--- src/rtl/hazard_fwd_unit_pkg.sv ---
// ============================================================================
// hazard_fwd_unit_pkg : shared forward-select encodings and stage-record type
// Revision: 1.0
// ============================================================================
`default_nettype none

package hazard_fwd_unit_pkg;

  localparam int RA_W = 4;

  localparam logic [1:0] FWD_RF  = 2'b00;
  localparam logic [1:0] FWD_MEM = 2'b01;
  localparam logic [1:0] FWD_WB  = 2'b10;

  typedef struct packed {
    logic            valid;
    logic [RA_W-1:0] rd;
    logic            regwrite;
    logic            memread;
    logic [RA_W-1:0] rs;
    logic [RA_W-1:0] rt;
    logic            uses_rs;
    logic            uses_rt;
  } stage_rec_t;

  localparam stage_rec_t BUBBLE = '0;

  // r0 is hard-wired zero, so a record aimed at it never produces a value.
  function automatic logic is_writer(input stage_rec_t r);
    return r.valid & r.regwrite & (r.rd != '0);
  endfunction

  function automatic logic [1:0] fwd_sel(input logic            use_src,
                                         input logic [RA_W-1:0] src,
                                         input stage_rec_t      exmem,
                                         input stage_rec_t      memwb);
    logic [1:0] sel;
    sel = FWD_RF;
    if (use_src) begin
      if (is_writer(exmem) && (exmem.rd == src))      sel = FWD_MEM;
      else if (is_writer(memwb) && (memwb.rd == src)) sel = FWD_WB;
    end
    return sel;
  endfunction

endpackage

`default_nettype wire

--- src/rtl/hazard_fwd_unit_sat_counter.sv ---
// ============================================================================
// sat_counter : saturating up-counter with synchronous clear
// Revision: 1.0
// ============================================================================
`default_nettype none

module sat_counter #(
  parameter int CNT_W = 16
) (
  input  logic             clk,
  input  logic             rst,
  input  logic             inc_i,
  input  logic             clear_i,
  output logic [CNT_W-1:0] count_o
);

  localparam logic [CNT_W-1:0] C_ONE = {{(CNT_W-1){1'b0}}, 1'b1};

  logic [CNT_W-1:0] count_q;
  logic [CNT_W-1:0] count_d;

  always_comb begin
    count_d = count_q;
    if (clear_i)
      count_d = '0;
    else if (inc_i && (count_q != '1))
      count_d = count_q + C_ONE;
  end

  always_ff @(posedge clk) begin
    if (rst) count_q <= '0;
    else     count_q <= count_d;
  end

  assign count_o = count_q;

endmodule

`default_nettype wire

--- src/rtl/hazard_fwd_unit.sv ---
// ============================================================================
// hazard_fwd_unit : forwarding selects, load-use stall and branch flush
// Revision: 1.0
// ============================================================================
`default_nettype none

module hazard_fwd_unit
  import hazard_fwd_unit_pkg::*;
#(
  parameter int REG_AW = RA_W,
  parameter int CNT_W  = 16
) (
  input  logic              clk,
  input  logic              rst,
  input  logic              id_valid,
  input  logic [REG_AW-1:0] id_rs,
  input  logic [REG_AW-1:0] id_rt,
  input  logic              id_uses_rs,
  input  logic              id_uses_rt,
  input  logic [REG_AW-1:0] id_rd,
  input  logic              id_regwrite,
  input  logic              id_memread,
  input  logic              ex_branch_taken,
  output logic [1:0]        forward_aluin1,
  output logic [1:0]        forward_aluin2,
  output logic              stall,
  output logic              flush_ifid,
  output logic [CNT_W-1:0]  stall_count,
  output logic [CNT_W-1:0]  flush_count
);

  stage_rec_t idex_q, exmem_q, memwb_q;
  stage_rec_t idex_d;
  logic       load_use_w;
  logic       unused_w;

  assign flush_ifid = ex_branch_taken;

  // A taken branch discards the ID instruction, so it cannot also stall.
  assign load_use_w = idex_q.valid & idex_q.memread & idex_q.regwrite &
                      (idex_q.rd != '0) & id_valid &
                      ((id_uses_rs & (id_rs == idex_q.rd)) |
                       (id_uses_rt & (id_rt == idex_q.rd)));
  assign stall = load_use_w & ~ex_branch_taken;

  assign forward_aluin1 = fwd_sel(idex_q.valid & idex_q.uses_rs, idex_q.rs, exmem_q, memwb_q);
  assign forward_aluin2 = fwd_sel(idex_q.valid & idex_q.uses_rt, idex_q.rt, exmem_q, memwb_q);

  always_comb begin
    idex_d = BUBBLE;
    if (id_valid && !stall && !flush_ifid) begin
      idex_d.valid    = 1'b1;
      idex_d.rd       = id_rd;
      idex_d.regwrite = id_regwrite;
      idex_d.memread  = id_memread;
      idex_d.rs       = id_rs;
      idex_d.rt       = id_rt;
      idex_d.uses_rs  = id_uses_rs;
      idex_d.uses_rt  = id_uses_rt;
    end
  end

  always_ff @(posedge clk) begin
    if (rst) begin
      idex_q  <= BUBBLE;
      exmem_q <= BUBBLE;
      memwb_q <= BUBBLE;
    end else begin
      idex_q  <= idex_d;
      exmem_q <= idex_q;
      memwb_q <= exmem_q;
    end
  end

  // Source-operand and load fields are only consulted while in ID/EX.
  assign unused_w = ^{exmem_q.rs, exmem_q.rt, exmem_q.uses_rs, exmem_q.uses_rt, exmem_q.memread,
                      memwb_q.rs, memwb_q.rt, memwb_q.uses_rs, memwb_q.uses_rt, memwb_q.memread};

  sat_counter #(.CNT_W(CNT_W)) u_stall_cnt (
    .clk     (clk),
    .rst     (rst),
    .inc_i   (stall),
    .clear_i (1'b0),
    .count_o (stall_count)
  );

  sat_counter #(.CNT_W(CNT_W)) u_flush_cnt (
    .clk     (clk),
    .rst     (rst),
    .inc_i   (flush_ifid),
    .clear_i (1'b0),
    .count_o (flush_count)
  );

endmodule

`default_nettype wire

--- config.mk ---
export PLATFORM = sky130hd
export DESIGN_NAME = hazard_fwd_unit
export DESIGN_NICKNAME = d
export VERILOG_FILES = /design/src/rtl/hazard_fwd_unit_pkg.sv /design/src/rtl/hazard_fwd_unit_sat_counter.sv /design/src/rtl/hazard_fwd_unit.sv
export SDC_FILE = /design/constraint.sdc
export NUM_CORES = 1
export LEC_CHECK = 0
export ABC_CLOCK_PERIOD_IN_PS = 2000
export CAP_MARGIN = 30
export CELL_PAD_IN_SITES_DETAIL_PLACEMENT = 1
export CELL_PAD_IN_SITES_GLOBAL_PLACEMENT = 2
export CORE_ASPECT_RATIO = 2
export CORE_MARGIN = 2
export CORE_UTILIZATION = 28
export DETAILED_ROUTE_END_ITERATION = 10
export PLACE_DENSITY = 0.71
export SYNTH_ARGS = -nofsm -noshare
export SYNTH_HDL_FRONTEND = slang
export SYNTH_SLANG_ARGS = --single-unit
--- constraint.sdc ---
create_clock -name clk -period 2 [get_ports clk]
set_input_delay 0.3 -clock clk [delete_from_list [all_inputs] [get_ports clk]]
set_output_delay 0.3 -clock clk [all_outputs]
set_load 0.005 [all_outputs]
==> results of run 1 <==
flip-flops by register name (all words and copies together) (netlist names):
register             cells
idex_q                  17
u_flush_cnt.count_o     16
memwb_q                  6
exmem_q                  6
u_stall_cnt.count_o     16
worst min-delay path by stage:
stage                           startpoint  slack, ns                endpoint
floorplan            idex_q[11]$_SDFF_PP0_       0.43  exmem_q[11]$_SDFF_PP0_
global placement    exmem_q[16]$_SDFF_PP0_       0.46  memwb_q[16]$_SDFF_PP0_
global route                      id_rs[1]       0.33    idex_q[7]$_SDFF_PP0_
detailed placement  exmem_q[16]$_SDFF_PP0_       0.46  memwb_q[16]$_SDFF_PP0_
CTS                                    rst       0.38  memwb_q[14]$_SDFF_PP0_
finish                            id_rs[1]       0.32    idex_q[7]$_SDFF_PP0_
cell families (layout without fill, tap and decap cells):
logic type,after synthesis,after routing,synth area share (%)
flops,61,61,41.7
simple gates,148,148,28.3
mux,16,16,6.03
xor+xnor,36,36,10.8
compound gates,35,35,9.97
fa+ha+maj,2,2,0.855
buf+inv,17,155,2.35
synthesized netlist by cell type (2+ instances only):
cell       number  area, um^2
xor2_1         14         123
dfxtp_1        61        1220
and4_1          2        17.5
nand4_1        11        68.8
xnor2_1        22         193
nor2b_1        25         156
nor3b_1        17         128
or2_2           2        12.5
o21ai_0         2        10.0
o211ai_1        3        22.5
or4_1           6        45.0
nor3_1          7        35.0
a2111oi_0       5        43.8
mux2i_1         3        30.0
ha_1            2        25.0
mux2_2         12         135
nand2_1        15        56.3
a211oi_1       12        90.1
nor2_1         32         120
nor4_1          2        12.5
and3_1          5        31.3
nand3_1        18        90.1
a21oi_1         4        20.0
clkbuf_1        8        30.0
inv_1           6        22.5
stage by stage:
stage | hold slack (ns) | power, mW | worst slack [ns] | std cells | setup TNS [ns]
final | 0.318 | 3.00 | -0.0164 | 588 | -0.0321
after global routing | 0.327 | 3.11 | -0.0993 | 588 | -0.393
after CTS | 0.383 | 3.02 | -0.0871 | 579 | -0.236
after detailed placement | 0.459 | 1.46 | -0.553 | 560 | -9.53
after global placement | 0.456 | 1.45 | -0.587 | 560 | -8.39
after floorplan | 0.430 | 1.35 | 0.00892 | 315 | 0
where the power goes:
| part | internal [mW] | leakage, nW | switching, mW |
|---|---|---|---|
| clock network | 0.989 | 0.149 | 0.554 |
| registers | 1.23 | 0.500 | 0.0138 |
| logic | 0.108 | 1.13 | 0.103 |
final cells by class:
class / instances / area [um^2] / share of cell area (%)
clock buffers: 11 / 243 / 5.04
clock inverters: 5 / 50.0 / 1.04
inverters: 6 / 22.5 / 0.467
multi-input cells: 237 / 1920 / 39.9
flip-flops and latches: 61 / 1240 / 25.7
well taps: 135 / 169 / 3.50
repair buffers: 133 / 1170 / 24.3
critical path, cell delays in order (launching register included):
cell	delay (ns)
dfxtp_2	0.31
or4_4	0.54
nand3_4	0.10
nor2_4	0.06
nor4_4	0.23
buf_2	0.16
timing repair:
| action | in CTS | in global routing |
|---|---|---|
| setup endpoints to repair | 20 | 20 |
| gates resized for setup | 60 | 46 |
| pin swaps | 17 | 21 |
| setup buffers | 4 | 11 |
per-layer routing:
metal / routed length [um] / global-route usage, % / up-vias
met5: 0 / 0 / -
met4: 349 / 10.8 / 0
met3: 264 / 2.67 / 22
met2: 6030 / 36.5 / 48
met1: 3570 / 18.0 / 1397
li1: - / - / 1391
==> impl_metrics.py, run 1 <==
metrics = {
    "floorplan": {
        "start_util_pct": 28.8,
        "die_w_um": 76.3,
        "coreArea_um2": 10100,
        "io_pins": 58,
        "dieArea_um2": 11300,
        "fp.dieH_um": 149,
        "rows": 52,
    },
    "global_routing": {
        "grt-ovfl-total": 0,
        "antenna_found_initial": 0,
        "grt_pass1_wl_um": 16300,
        "grt_max_degree": 21,
        "grt_pass1_vias": 3146,
        "grt_usage_pct": 18.6,
    },
    "yosys": {
        "synth_seq_cells": 61,
        "async_flop_share_pct": 0,
        "ys.flop_type": "dfxtp_1",
        "ys_warn_count": 0,
        "syn_nets": 337,
        "yosysUniqueCellTypes": 44,
        "synthCells": 315,
        "yosysSeqAreaShare_pct": 41.7,
        "syn_area_um2": 2930,
        "syn_avg_cell_area_um2": 9.29,
        "synth_edf_count": 0,
    },
    "worst_hold_path": {
        "hold_depth": 2,
        "min_path_type": "input port to flip-flop",
    },
    "timing": {
        "fin_crit_sh_pct": 101,
        "finClkSkew_ns": 0.00982,
        "fmax_ghz": 0.496,
        "setup_violations": 2,
        "min_period_ns": 2.02,
        "hold_violations": 0,
        "tightestPinTransition_ns": 0.478,
        "rsz0062_at_grt": "yes",
        "slew_viol_final": 0,
        "relSlewSlack_pct": 67.3,
        "finalWorstSetupSlack_ns": -0.0164,
    },
    "placement": {
        "dpl.hpwl_um": 7450,
        "port_buffers": 57,
        "routabilityCongestion": 0.793,
        "placed_area_um2": 4090,
    },
    "clock_network": {
        "cts_made_buffers": 9,
        "clock_latency_ns": 0.33,
        "cts_root_buf": "clkbuf_16",
        "ctsHoldBuffers": 0,
        "cts.sinks": 61,
        "clockBufferDepth": 2,
        "cts_tree": "built",
        "clk_pin_slew_ns": 0.05,
        "htree_levels": 3,
    },
    "run_status": {
        "violations": "negative setup slack",
        "status": "complete, but fails checks",
    },
    "layout": {
        "drive_gt1_share_pct": 36.0,
        "nFillCells": 1177,
        "final_cell_mix": "66 x buf_4, 49 x dfxtp_1, 45 x clkdlybuf4s50_1",
        "final_area_um2": 4820,
        "antenna_cells": 0,
        "final_common_cell": "buf_4",
        "nets": 470,
        "fin_util_pct": 47.5,
        "syn_to_final_growth_pct": 64.8,
    },
    "worst_setup_path": {
        "crit_path_max_fanout": 2,
        "cp.arrival_ns": 1.72,
        "reg2reg_depth": 7,
        "crit_type": "flip-flop to primary output",
        "worst_r2r_startpoint": "idex_q[15]$_SDFF_PP0_",
        "endpoint": "forward_aluin2[1]",
        "start_kind": "flip-flop",
        "r2r_end": "u_stall_cnt.count_o[13]$_SDFFE_PP0P_",
        "r2r_slack_ns": 0.03,
        "critPathCaptureType": "primary output",
        "required_ns": 1.70,
        "startpoint": "exmem_q[15]$_SDFF_PP0_",
    },
    "route": {
        "drc": 0,
        "via_count": 2858,
        "ant_nets": 0,
        "dr.first_iter.drc_count": 98,
        "wl_per_cell_um": 17.4,
        "routed_wl_um": 10200,
        "first_pass_iters": 4,
        "avgViaCountPerCell": 4.86,
    },
    "pwr": {
        "pwr_density_cell_nw_per_um2": 622,
        "ir_drop_v": 0.000535,
        "p_leak_nw": 1.78,
    },
    "job": {
        "drv_cap": 0,
    },
}
(Power assumes the default switching activity.)
==> run 2: changes to the inputs <==
- CORE_UTILIZATION: 28 -> 29
- PLACE_DENSITY: 0.71 -> 0.72
- SYNTH_HIERARCHICAL: default -> 1
==> run 2 against run 1 <==
The flow still finishes with violations (negative setup slack). Register-to-register slack got worse by 0.17 ns. Die area up 0.93%. Sequential power about the same.
==> impl_metrics.py, run 2 <==
metrics = {
    "clock_network": {
        "cts_root_buf": "clkbuf_16",
        "ctsHoldBuffers": 0,
        "cts.sinks": 61,
        "cts_made_buffers": 9,
        "htree_levels": 3,
        "cts_tree": "built",
        "clock_latency_ns": 0.33,
        "clk_pin_slew_ns": 0.06,
        "clockBufferDepth": 2,
    },
    "timing": {
        "fin_crit_sh_pct": 107,
        "hold_violations": 0,
        "fmax_ghz": 0.468,
        "finClkSkew_ns": 0.00626,
        "rsz0062_at_grt": "yes",
        "holdWs_ns": 0.394,
        "finalWorstSetupSlack_ns": -0.137,
        "slew_viol_final": 0,
        "setup_violations": 14,
        "min_period_ns": 2.14,
    },
    "layout": {
        "syn_to_final_growth_pct": 47.5,
        "largest_register_ffs": 17,
        "antenna_cells": 0,
        "seqCellArea_um2": 1230,
        "drive_gt1_share_pct": 27.6,
        "multiInputGateArea_um2": 1880,
        "final_common_cell": "dfxtp_1",
        "largest_register": "idex_q",
        "final_cells": 564,
        "final_cell_mix": "56 x dfxtp_1, 46 x clkdlybuf4s50_1, 36 x buf_4",
        "nFillCells": 1227,
        "nets": 444,
    },
    "route": {
        "wl_per_cell_um": 17.6,
        "via_count": 2839,
        "routed_wl_um": 9900,
        "first_pass_iters": 4,
        "dr.first_iter.drc_count": 76,
        "avgViaCountPerCell": 5.03,
        "ant_nets": 0,
        "drc": 0,
    },
    "global_routing": {
        "grt_pass1_vias": 3078,
        "busiest_layer": "met2",
        "gr-usage-met1_pct": 15.9,
        "met2_usage_pct": 38.4,
        "met3_usage_pct": 2.91,
        "grt-ovfl-total": 0,
        "grt_usage_pct": 18.0,
        "grt_max_degree": 33,
        "grt_pass1_wl_um": 15800,
        "antenna_found_initial": 0,
    },
    "worst_setup_path": {
        "cp.arrival_ns": 2.40,
        "crit_path_max_incr_delay_ns": 0.36,
        "required_ns": 2.27,
        "crit_path_max_fanout": 4,
        "start_kind": "flip-flop",
        "critPathCaptureType": "flip-flop",
        "crit_path_top_delay_cell": "dfxtp_4",
        "crit_type": "flip-flop to flip-flop",
        "cp_cell_sequence": "xor2_1, nor3_1, nand3_1, a211oi_4, buf_6, and4_4, nand3_2, or3_1, a21oi_2",
    },
    "placement": {
        "dp_cells": 544,
        "port_buffers": 57,
        "dpl.hpwl_um": 7450,
        "routabilityCongestion": 0.837,
    },
    "pwr": {
        "internal-power_mw": 2.66,
        "ir_drop_v": 0.000498,
        "seq_power_share_pct": 37.5,
        "p_comb_share_pct": 5.1,
        "clkPwrFrac_pct": 57.4,
        "p_leak_nw": 1.70,
        "pwr_density_cell_nw_per_um2": 735,
        "switchingPower_uw": 659,
        "switching_share_pct": 19.9,
    },
    "yosys": {
        "syn_avg_cell_area_um2": 9.65,
        "yosysMostFrequentCell": "dfxtp_1",
        "synth_edf_count": 0,
        "yosysSeqAreaShare_pct": 39.9,
        "synth_common_cells": "61 x dfxtp_1, 27 x nand2_1, 16 x nand3_1, 14 x xnor2_1, 13 x nor2b_1",
        "syn_area_um2": 3060,
        "ys.flop_type": "dfxtp_1",
        "synth_top_area_share_pct": 39.9,
        "synth_top_area_cell": "dfxtp_1",
        "synthCells": 317,
        "async_flop_share_pct": 0,
        "ys_warn_count": 6,
        "yosysUniqueCellTypes": 46,
        "synth_seq_cells": 61,
        "ys_top_cells_by_area": "dfxtp_1 40%, xnor2_1 4.0%, mux2i_1 3.9%",
    },
    "floorplan": {
        "fp.dieH_um": 149,
        "start_util_pct": 29.4,
        "die_w_um": 76.6,
        "io_pins": 58,
        "rows": 53,
        "dieArea_um2": 11400,
        "coreArea_um2": 10400,
    },
    "job": {
        "drv_cap": 0,
    },
    "run_status": {
        "status": "complete, but fails checks",
        "violations": "negative setup slack",
    },
    "worst_hold_path": {
        "min_path_type": "input port to flip-flop",
    },
}
[run 2: layer usage]
layer	vias to the layer above	part of all wire, %
li1	1375	-
met5	-	0
met4	0	2.2
met3	15	2.5
met1	1400	34
met2	49	62
[run 2: stage by stage]
step	setup WS (ns)	power [mW]	TNS, ns	util [%]	area (um^2)
after global routing	-0.225	3.43	-2.71	43.3	4510
after floorplan	-0.142	1.35	-0.710	-	3160
after detailed placement	-0.619	1.44	-10.43	38.9	4050
after CTS	-0.140	3.36	-1.07	43.0	4480
final	-0.137	3.31	-1.13	43.3	4510
after global placement	-0.570	1.44	-10.18	38.9	4050
[run 2: cell families (layout without fill, tap and decap cells)]
logic type	count (synthesis)	in the layout	synth area share [%]
and+or+nand+nor	143	143	31.4
DFF	61	61	39.9
AOI/OAI and AO/OA	56	56	12.9
xor gates and xnor gates	24	24	6.87
muxes	12	12	3.93
buffers and inverters	18	115	4.01
other	1	14	0.123
adders and majority gates	2	2	0.818
[run 2: power groups by stage]
stage / clock network [mW] / registers (mW) / logic (mW)
3_5_place_dp: 0 / 1.27 / 0.170
5_1_grt: 2.00 / 1.24 / 0.186
4_1_cts: 1.95 / 1.24 / 0.170
6_report: 1.90 / 1.24 / 0.170
2_1_floorplan: 0 / 1.27 / 0.0815
3_3_place_gp: 0 / 1.27 / 0.168
[run 2: critical path: cells and delay by family (launching register included)]
| family | cells | cell delay [ns] |
|---|---|---|
| simple gates | 5 | 0.97 |
| compound gates | 2 | 0.42 |
| flops | 1 | 0.36 |
| xor+xnor | 1 | 0.17 |
| buf+inv | 1 | 0.15 |
[run 2: layout make-up]
| cell class | instances | share of cell area, % |
|---|---|---|
| flip-flops and latches | 61 | 27.3 |
| clock inverters | 7 | 3.05 |
| clock buffers | 9 | 4.99 |
| repair buffers | 97 | 19.0 |
| well taps | 137 | 3.80 |
| inverters | 2 | 0.166 |
| multi-input cells | 251 | 41.6 |
[run 2: final timing paths]
check / endpoint / depth (start not counted) / startpoint / slack, ns
setup / recovery: u_stall_cnt/count_o[10]$_SDFFE_PP0P_ / 9 / idex_q[12]$_SDFF_PP0_ / -0.14
hold / removal: idex_q[5]$_SDFF_PP0_ / 2 / id_rt[3] / 0.39
setup reg to reg: u_stall_cnt/count_o[10]$_SDFFE_PP0P_ / 9 / idex_q[12]$_SDFF_PP0_ / -0.14
hold reg to reg: memwb_q[16]$_SDFF_PP0_ / 1 / exmem_q[16]$_SDFF_PP0_ / 0.50
[run 2: repair_timing]
action,in CTS,in global routing
gates resized for setup,37,18
setup endpoints to repair,18,26
buffers inserted,8,3
pin swaps,14,10
